===== config.mk =====
export PLATFORM = sky130hd
export DESIGN_NAME = spi_rx_8lane_deser
export DESIGN_NICKNAME = d
export VERILOG_FILES = /design/src/rtl/spi_rx_8lane_deser.sv
export SDC_FILE = /design/constraint.sdc
export NUM_CORES = 1
export LEC_CHECK = 0
export ABC_AREA = 1
export ABC_CLOCK_PERIOD_IN_PS = 2570
export BUFFER_PORTS_ARGS = -buffer_cell sky130_fd_sc_hd__buf_2
export CAP_MARGIN = 30
export CORE_MARGIN = 8
export CORE_UTILIZATION = 45
export CTS_BUF_LIST = sky130_fd_sc_hd__clkbuf_4
export DETAILED_ROUTE_END_ITERATION = 10
export SETUP_SLACK_MARGIN = 0.4
export SLEW_MARGIN = 0
export SYNTH_ARGS = -nofsm -noshare
export SYNTH_HDL_FRONTEND = slang
export SYNTH_SLANG_ARGS = --single-unit

===== constraint.sdc =====
create_clock -name clk -period 2.57 [get_ports clk]
set_input_delay 0.257 -clock clk [delete_from_list [all_inputs] [get_ports clk]]
set_output_delay 0.257 -clock clk [all_outputs]
set_load 0.01 [all_outputs]

===== src/rtl/spi_rx_8lane_deser.sv =====
// Receive-side deserializer for the 8-lane SPI link. Resynchronizes SCLK,
// CS_n and the data lanes into clk, captures one lane-byte per SCLK rise
// and publishes each complete 16-byte frame as a 128-bit block.
module spi_rx_8lane_deser #(
   parameter int unsigned SYNC_STAGES = 2
) (
   input  logic         clk,
   input  logic         resetn,
   input  logic         spi_sclk,
   input  logic         spi_cs_n,
   input  logic [7:0]   spi_data,
   output logic [127:0] rx_data,
   output logic         rx_valid,
   output logic         rx_busy,
   output logic         frame_err,
   output logic [4:0]   byte_count
);

   localparam int unsigned LANE_W     = 8;
   localparam int unsigned BLOCK_W    = 128;
   localparam int unsigned CNT_W      = 5;
   localparam int unsigned IDX_W      = 7;
   localparam int unsigned LAST_SLOT  = 15;

   typedef enum logic [1:0] {
      IDLE = 2'd0,
      RECV = 2'd1,
      DONE = 2'd2
   } state_t;

   state_t state_q, state_next;

   logic [SYNC_STAGES-1:0]             sclk_sync;
   logic [SYNC_STAGES-1:0]             cs_sync;
   logic [SYNC_STAGES-1:0][LANE_W-1:0] data_sync;
   logic                               sclk_q;

   logic              sclk_s, cs_s, sclk_rise, cs_active;
   logic [LANE_W-1:0] data_s;

   logic [BLOCK_W-1:0] shift_q;
   logic [BLOCK_W-1:0] assembled_c;
   logic [IDX_W-1:0]   slot_idx;

   logic capture_c, complete_c, abort_c;

   // Equal-depth synchronizers keep lane data aligned with SCLK; sclk_q feeds edge detect
   always_ff @(posedge clk or negedge resetn) begin
      if (!resetn) begin
         sclk_sync <= '0;
         cs_sync   <= '1;
         data_sync <= '0;
         sclk_q    <= 1'b0;
      end else begin
         sclk_sync <= {sclk_sync[SYNC_STAGES-2:0], spi_sclk};
         cs_sync   <= {cs_sync[SYNC_STAGES-2:0], spi_cs_n};
         data_sync <= {data_sync[SYNC_STAGES-2:0], spi_data};
         sclk_q    <= sclk_sync[SYNC_STAGES-1];
      end
   end

   assign sclk_s    = sclk_sync[SYNC_STAGES-1];
   assign cs_s      = cs_sync[SYNC_STAGES-1];
   assign data_s    = data_sync[SYNC_STAGES-1];
   assign sclk_rise = sclk_s & ~sclk_q;
   assign cs_active = ~cs_s;

   // Current shift contents with the incoming byte dropped into its slot
   assign slot_idx = IDX_W'({byte_count[3:0], 3'b000});
   always_comb begin
      assembled_c = shift_q;
      assembled_c[slot_idx +: LANE_W] = data_s;
   end

   // FSM state register
   always_ff @(posedge clk or negedge resetn) begin
      if (!resetn) state_q <= IDLE;
      else         state_q <= state_next;
   end

   // Next state and capture decisions; a CS release outranks a same-cycle SCLK rise
   always_comb begin
      state_next = state_q;
      capture_c  = 1'b0;
      complete_c = 1'b0;
      abort_c    = 1'b0;
      unique case (state_q)
         IDLE: begin
            if (cs_active) state_next = RECV;
         end
         RECV: begin
            if (!cs_active) begin
               state_next = IDLE;
               abort_c    = (byte_count != CNT_W'(0));
            end else if (sclk_rise) begin
               capture_c = 1'b1;
               if (byte_count == CNT_W'(LAST_SLOT)) begin
                  complete_c = 1'b1;
                  state_next = DONE;
               end
            end
         end
         DONE: begin
            if (!cs_active) state_next = IDLE;
         end
         default: state_next = IDLE;
      endcase
   end

   // Byte assembly, block publish and status outputs
   always_ff @(posedge clk or negedge resetn) begin
      if (!resetn) begin
         shift_q    <= '0;
         rx_data    <= '0;
         rx_valid   <= 1'b0;
         frame_err  <= 1'b0;
         rx_busy    <= 1'b0;
         byte_count <= '0;
      end else begin
         rx_valid  <= complete_c;
         frame_err <= abort_c;
         rx_busy   <= (state_next == RECV);
         if (capture_c)  shift_q <= assembled_c;
         if (complete_c) rx_data <= assembled_c;
         if (state_next == IDLE)  byte_count <= '0;
         else if (capture_c)      byte_count <= byte_count + CNT_W'(1);
      end
   end

endmodule


==> impl_metrics.prom <==
# TYPE chip_impl_metric gauge
chip_impl_info{name="start_kind",value="flop"} 1
chip_impl_metric{name="first_global_vias",unit=""} 11140
chip_impl_metric{name="synth_top_area_share",unit="%"} 55.30
chip_impl_metric{name="drtAntennaViolNets",unit=""} 0
chip_impl_metric{name="synth_area",unit="sq um"} 12900
chip_impl_info{name="grt.busiest_layer",value="met2"} 1
chip_impl_metric{name="synth_sequential_area_ratio",unit="%"} 55.71
chip_impl_metric{name="clock_tree.buffer_depth",unit=""} 3
chip_impl_metric{name="met1_usage",unit="%"} 27.51
chip_impl_metric{name="share_of_layout_cells_above_drive_strength_1",unit="%"} 19.55
chip_impl_info{name="area_contributors_post_synth",value="dfrtp_1 55%, nand2_1 16%, nand3_1 13%"} 1
chip_impl_metric{name="initial_core_util",unit="%"} 45.30
chip_impl_metric{name="power_per_unit_of_standard_cell_area",unit="nW/um^2"} 586.6
chip_impl_metric{name="setup_slack_after_placement",unit="ns"} 0.1368
chip_impl_metric{name="timing.setup.tns",unit="ns"} 0
chip_impl_metric{name="drc",unit=""} 0
chip_impl_metric{name="place_hpwl",unit="mm"} 23.49
chip_impl_metric{name="grtUsageMet2",unit="%"} 33.75
chip_impl_metric{name="layout-area-overhead-vs-synth",unit="%"} 20.03
chip_impl_metric{name="min_period_over_period",unit="%"} 81.61
chip_impl_metric{name="final-max-slew-violation-count",unit=""} 0
chip_impl_info{name="criticalPathCategory",value="reg -> reg"} 1
chip_impl_metric{name="first_iter_violations",unit=""} 1003
chip_impl_metric{name="placed_area",unit="sq um"} 14070
chip_impl_metric{name="clock_latency",unit="ns"} 0.70
chip_impl_metric{name="rows",unit=""} 62
chip_impl_metric{name="io-pin-count",unit=""} 148
chip_impl_metric{name="cp_data_arrival_time",unit="ns"} 2.65
chip_impl_metric{name="multi_input_logic_area",unit="sq um"} 4793
chip_impl_metric{name="worst_setup_hold_path_clk_slew",unit="ns"} 0.07
chip_impl_info{name="ys.flop_type",value="dfrtp_1"} 1
chip_impl_metric{name="global_route_wire_length_before_repair",unit="mm"} 58.62
chip_impl_metric{name="grt_use_met3",unit="%"} 5.865
chip_impl_metric{name="final_critical_path_setup_slack",unit="ns"} 0.4727
chip_impl_metric{name="wl_per_instance",unit="microns"} 16.65
chip_impl_metric{name="final_std_cell_area_no_fill",unit="sq um"} 15480
chip_impl_metric{name="clock_tree.htree_level_count",unit=""} 3
chip_impl_metric{name="postSynthRegisterBits",unit=""} 287
chip_impl_metric{name="floorplan.die.height",unit="microns"} 185.3
chip_impl_metric{name="grt_antenna_before_repair",unit=""} 2
chip_impl_metric{name="final_number_of_hold_violating_endpoints",unit=""} 0
chip_impl_metric{name="setup_violations",unit=""} 0
chip_impl_info{name="synthTopCellsByCount",value="554 x nand2_1, 346 x nand3_1, 285 x dfrtp_1, 167 x inv_1, 66 x o21ai_0"} 1
chip_impl_info{name="capture_instance_of_the_worst_register_to_register_path",value="rx_data[122]$_DFFE_PN0P_"} 1
chip_impl_metric{name="inserted_clock_buffers",unit=""} 79
chip_impl_metric{name="postSynthNetCount",unit=""} 1594
chip_impl_metric{name="post_drt_via_cell_ratio",unit=""} 5.124
chip_impl_metric{name="maxSlewHeadroom",unit="%"} 56.51
chip_impl_metric{name="worst-endpoint-required",unit="ns"} 3.12
chip_impl_metric{name="synth_edf_count",unit=""} 0
chip_impl_metric{name="maxClockFrequency",unit="MHz"} 476.8
chip_impl_metric{name="register_area",unit="sq um"} 7184
chip_impl_metric{name="fp.dieArea",unit="sq um"} 34330
chip_impl_info{name="yosysMostFrequentCell",value="nand2_1"} 1
chip_impl_metric{name="max_cap_viol_count",unit=""} 0
chip_impl_metric{name="synthesis.instances",unit=""} 1577
chip_impl_metric{name="synth.lib_cells_used.distinct",unit=""} 26
chip_impl_info{name="synth_area_leader_cell",value="dfrtp_1"} 1
chip_impl_info{name="regToRegStartpoint",value="byte_count[1]$_DFFE_PN0P_"} 1
chip_impl_metric{name="finalNetCount",unit=""} 1803
chip_impl_metric{name="drtPass1Iterations",unit=""} 6
chip_impl_info{name="setup_repair_after_global_routing_missed_its_margin",value="true"} 1
chip_impl_info{name="worstHoldPathType",value="in -> async"} 1
chip_impl_metric{name="worst-path-max-fanout",unit=""} 10
chip_impl_info{name="run_status",value="complete, no violations"} 1
chip_impl_info{name="worst_setup_path_end_kind",value="flop"} 1
chip_impl_info{name="crit_path_frequent_cell",value="nand2_1"} 1
chip_impl_metric{name="globalplace.congestion",unit=""} 0.8229
chip_impl_metric{name="grt-ovfl-total",unit=""} 0
chip_impl_metric{name="finalCriticalPeriod",unit="ns"} 2.097
chip_impl_info{name="clock_tree.root_cell",value="clkbuf_4"} 1
chip_impl_metric{name="ff2ff_setup_slack",unit="ns"} 0.47
chip_impl_metric{name="worstMarginPinSlew",unit="ns"} 0.6523
chip_impl_metric{name="fillerInstances",unit=""} 2764
chip_impl_metric{name="timing.critical_path.slowest_cell_delay",unit="ns"} 0.43
chip_impl_metric{name="postSynthAreaPerCell",unit="sq um"} 8.178
chip_impl_metric{name="async_reset_ff_share",unit="%"} 100.0
chip_impl_info{name="cells_traversed_along_the_worst_timing_path",value="inv_1 > ha_4 > nand3_1 > nand2_1 > nor2_4 > nand2_2 > nand2_1 > o21ai_1 > nand2_1 > nand2_1"} 1
chip_impl_metric{name="cts.sinks",unit=""} 287
chip_impl_metric{name="io_buffer_count",unit=""} 147
chip_impl_metric{name="cellLeakagePower",unit="nW"} 8.959
chip_impl_info{name="worst_path_slowest_cell",value="dfrtp_1"} 1
chip_impl_metric{name="track_usage",unit="%"} 21.62
chip_impl_metric{name="routed_wl",unit="mm"} 37.07
chip_impl_info{name="cts_tree",value="yes"} 1
chip_impl_metric{name="finalCoreUtilization",unit="%"} 54.37
chip_impl_metric{name="yosysWarningCount",unit=""} 0
chip_impl_metric{name="num_vias",unit=""} 11410
chip_impl_metric{name="skew",unit="ns"} 0.03573
chip_impl_metric{name="irDropWorstVdd",unit="uV"} 378.8
chip_impl_metric{name="fp.dieW",unit="microns"} 185.3
chip_impl_metric{name="core_region_area",unit="sq um"} 28470
chip_impl_metric{name="grt_max_degree",unit=""} 76
chip_impl_metric{name="timing.reg2reg.worst_path_depth",unit=""} 10
## stage by stage
step / hold WS [ns] / total power [mW] / std cells
after floorplan: -0.03859 / 4.838 / 1577
after global placement: 0.2452 / 5.035 / 2056
after detailed placement: 0.2403 / 5.041 / 2056
after CTS: 0.1122 / 9.202 / 2206
after global routing: 0.1572 / 9.491 / 2226
final: 0.1271 / 9.080 / 2226
## logic make-up after synthesis
kind of cell	after synthesis	share of synthesized area [%]
adders and majority gates	5	0.4851
xor gates and xnor gates	1	0.06793
DFF	287	55.71
and+or+nand+nor	931	31.10
buffers and inverters	250	8.004
AOI/OAI and AO/OA	103	4.638
## where the power goes
group          internal, mW  switching, mW
Clock                  2.21           1.89
Sequential             4.58         0.0253
Combinational        0.0916          0.285
Total                  6.88           2.20
## cell type report
type | count | area share [%]
Timing Repair Buffer | 208 | 8.948
Tap cell | 384 | 3.104
Clock buffer | 120 | 5.820
Antenna cell | 1 | 0.01617
Clock inverter | 16 | 0.5578
Sequential cell | 287 | 46.41
Inverter | 170 | 4.171
Multi-Input combinational cell | 1040 | 30.97
## repair_timing
item | in CTS | in global routing
hold endpoints to repair | 284 | 0
endpoints found under the setup margin | 129 | 210
buffers inserted | 3 | 18
hold buffers | 11 | 0
gates cloned | 0 | 1
gates resized for setup | 11 | 15
pin swaps | 2 | 6
## state kept, by name, summed over array words and instances (netlist names)
signal	flops
byte_count	5
sclk_q	1
data_s	8
frame_err	1
state_q	2
sclk_sync	2
shift_q	128
rx_valid	1
cs_sync	2
rx_data	128
data_sync	8
rx_busy	1
## layout by cell type, fill, tap and decap left out, types with 4 or more instances in the layout
| cell type | netlist | final |
|---|---|---|
| buf_12 | 0 | 10 |
| buf_2 | 42 | 146 |
| buf_4 | 7 | 36 |
| clkbuf_4 | 0 | 120 |
| clkinv_1 | 0 | 12 |
| dfrtp_1 | 285 | 285 |
| dlygate4sd3_1 | 0 | 11 |
| ha_1 | 5 | 4 |
| inv_1 | 167 | 165 |
| inv_2 | 3 | 5 |
| nand2_1 | 554 | 545 |
| nand2_2 | 7 | 13 |
| nand3_1 | 346 | 346 |
| nor2_4 | 3 | 10 |
| nor3_1 | 8 | 8 |
| o211ai_1 | 31 | 31 |
| o21ai_0 | 66 | 66 |
## worst max-delay path: cells and delay by family (launching register included)
kind	cells	cell delay, ns
AOI/OAI and AO/OA	1	0.08
adders and majority gates	1	0.21
buffers and inverters	1	0.14
DFF	1	0.43
and+or+nand+nor	7	1.10
## per-layer routing
layer	up-vias	wire length, microns
met2	385	16970
met3	95	2838
met4	0	1348
li1	5523	-
met1	5404	15910
met5	-	0
## worst max-delay path by stage
| stage | slack, ns | from | endpoint |
|---|---|---|---|
| floorplan | 0.45 | byte_count[0]$_DFFE_PN0P_ | shift_q[4]$_DFFE_PN0P_ |
| global placement | 0.23 | byte_count[1]$_DFFE_PN0P_ | rx_data[116]$_DFFE_PN0P_ |
| detailed placement | 0.14 | byte_count[1]$_DFFE_PN0P_ | rx_data[115]$_DFFE_PN0P_ |
| CTS | 0.40 | byte_count[1]$_DFFE_PN0P_ | shift_q[49]$_DFFE_PN0P_ |
| global route | 0.37 | byte_count[1]$_DFFE_PN0P_ | shift_q[44]$_DFFE_PN0P_ |
| finish | 0.47 | byte_count[1]$_DFFE_PN0P_ | rx_data[122]$_DFFE_PN0P_ |
(Power assumes the default switching activity.)
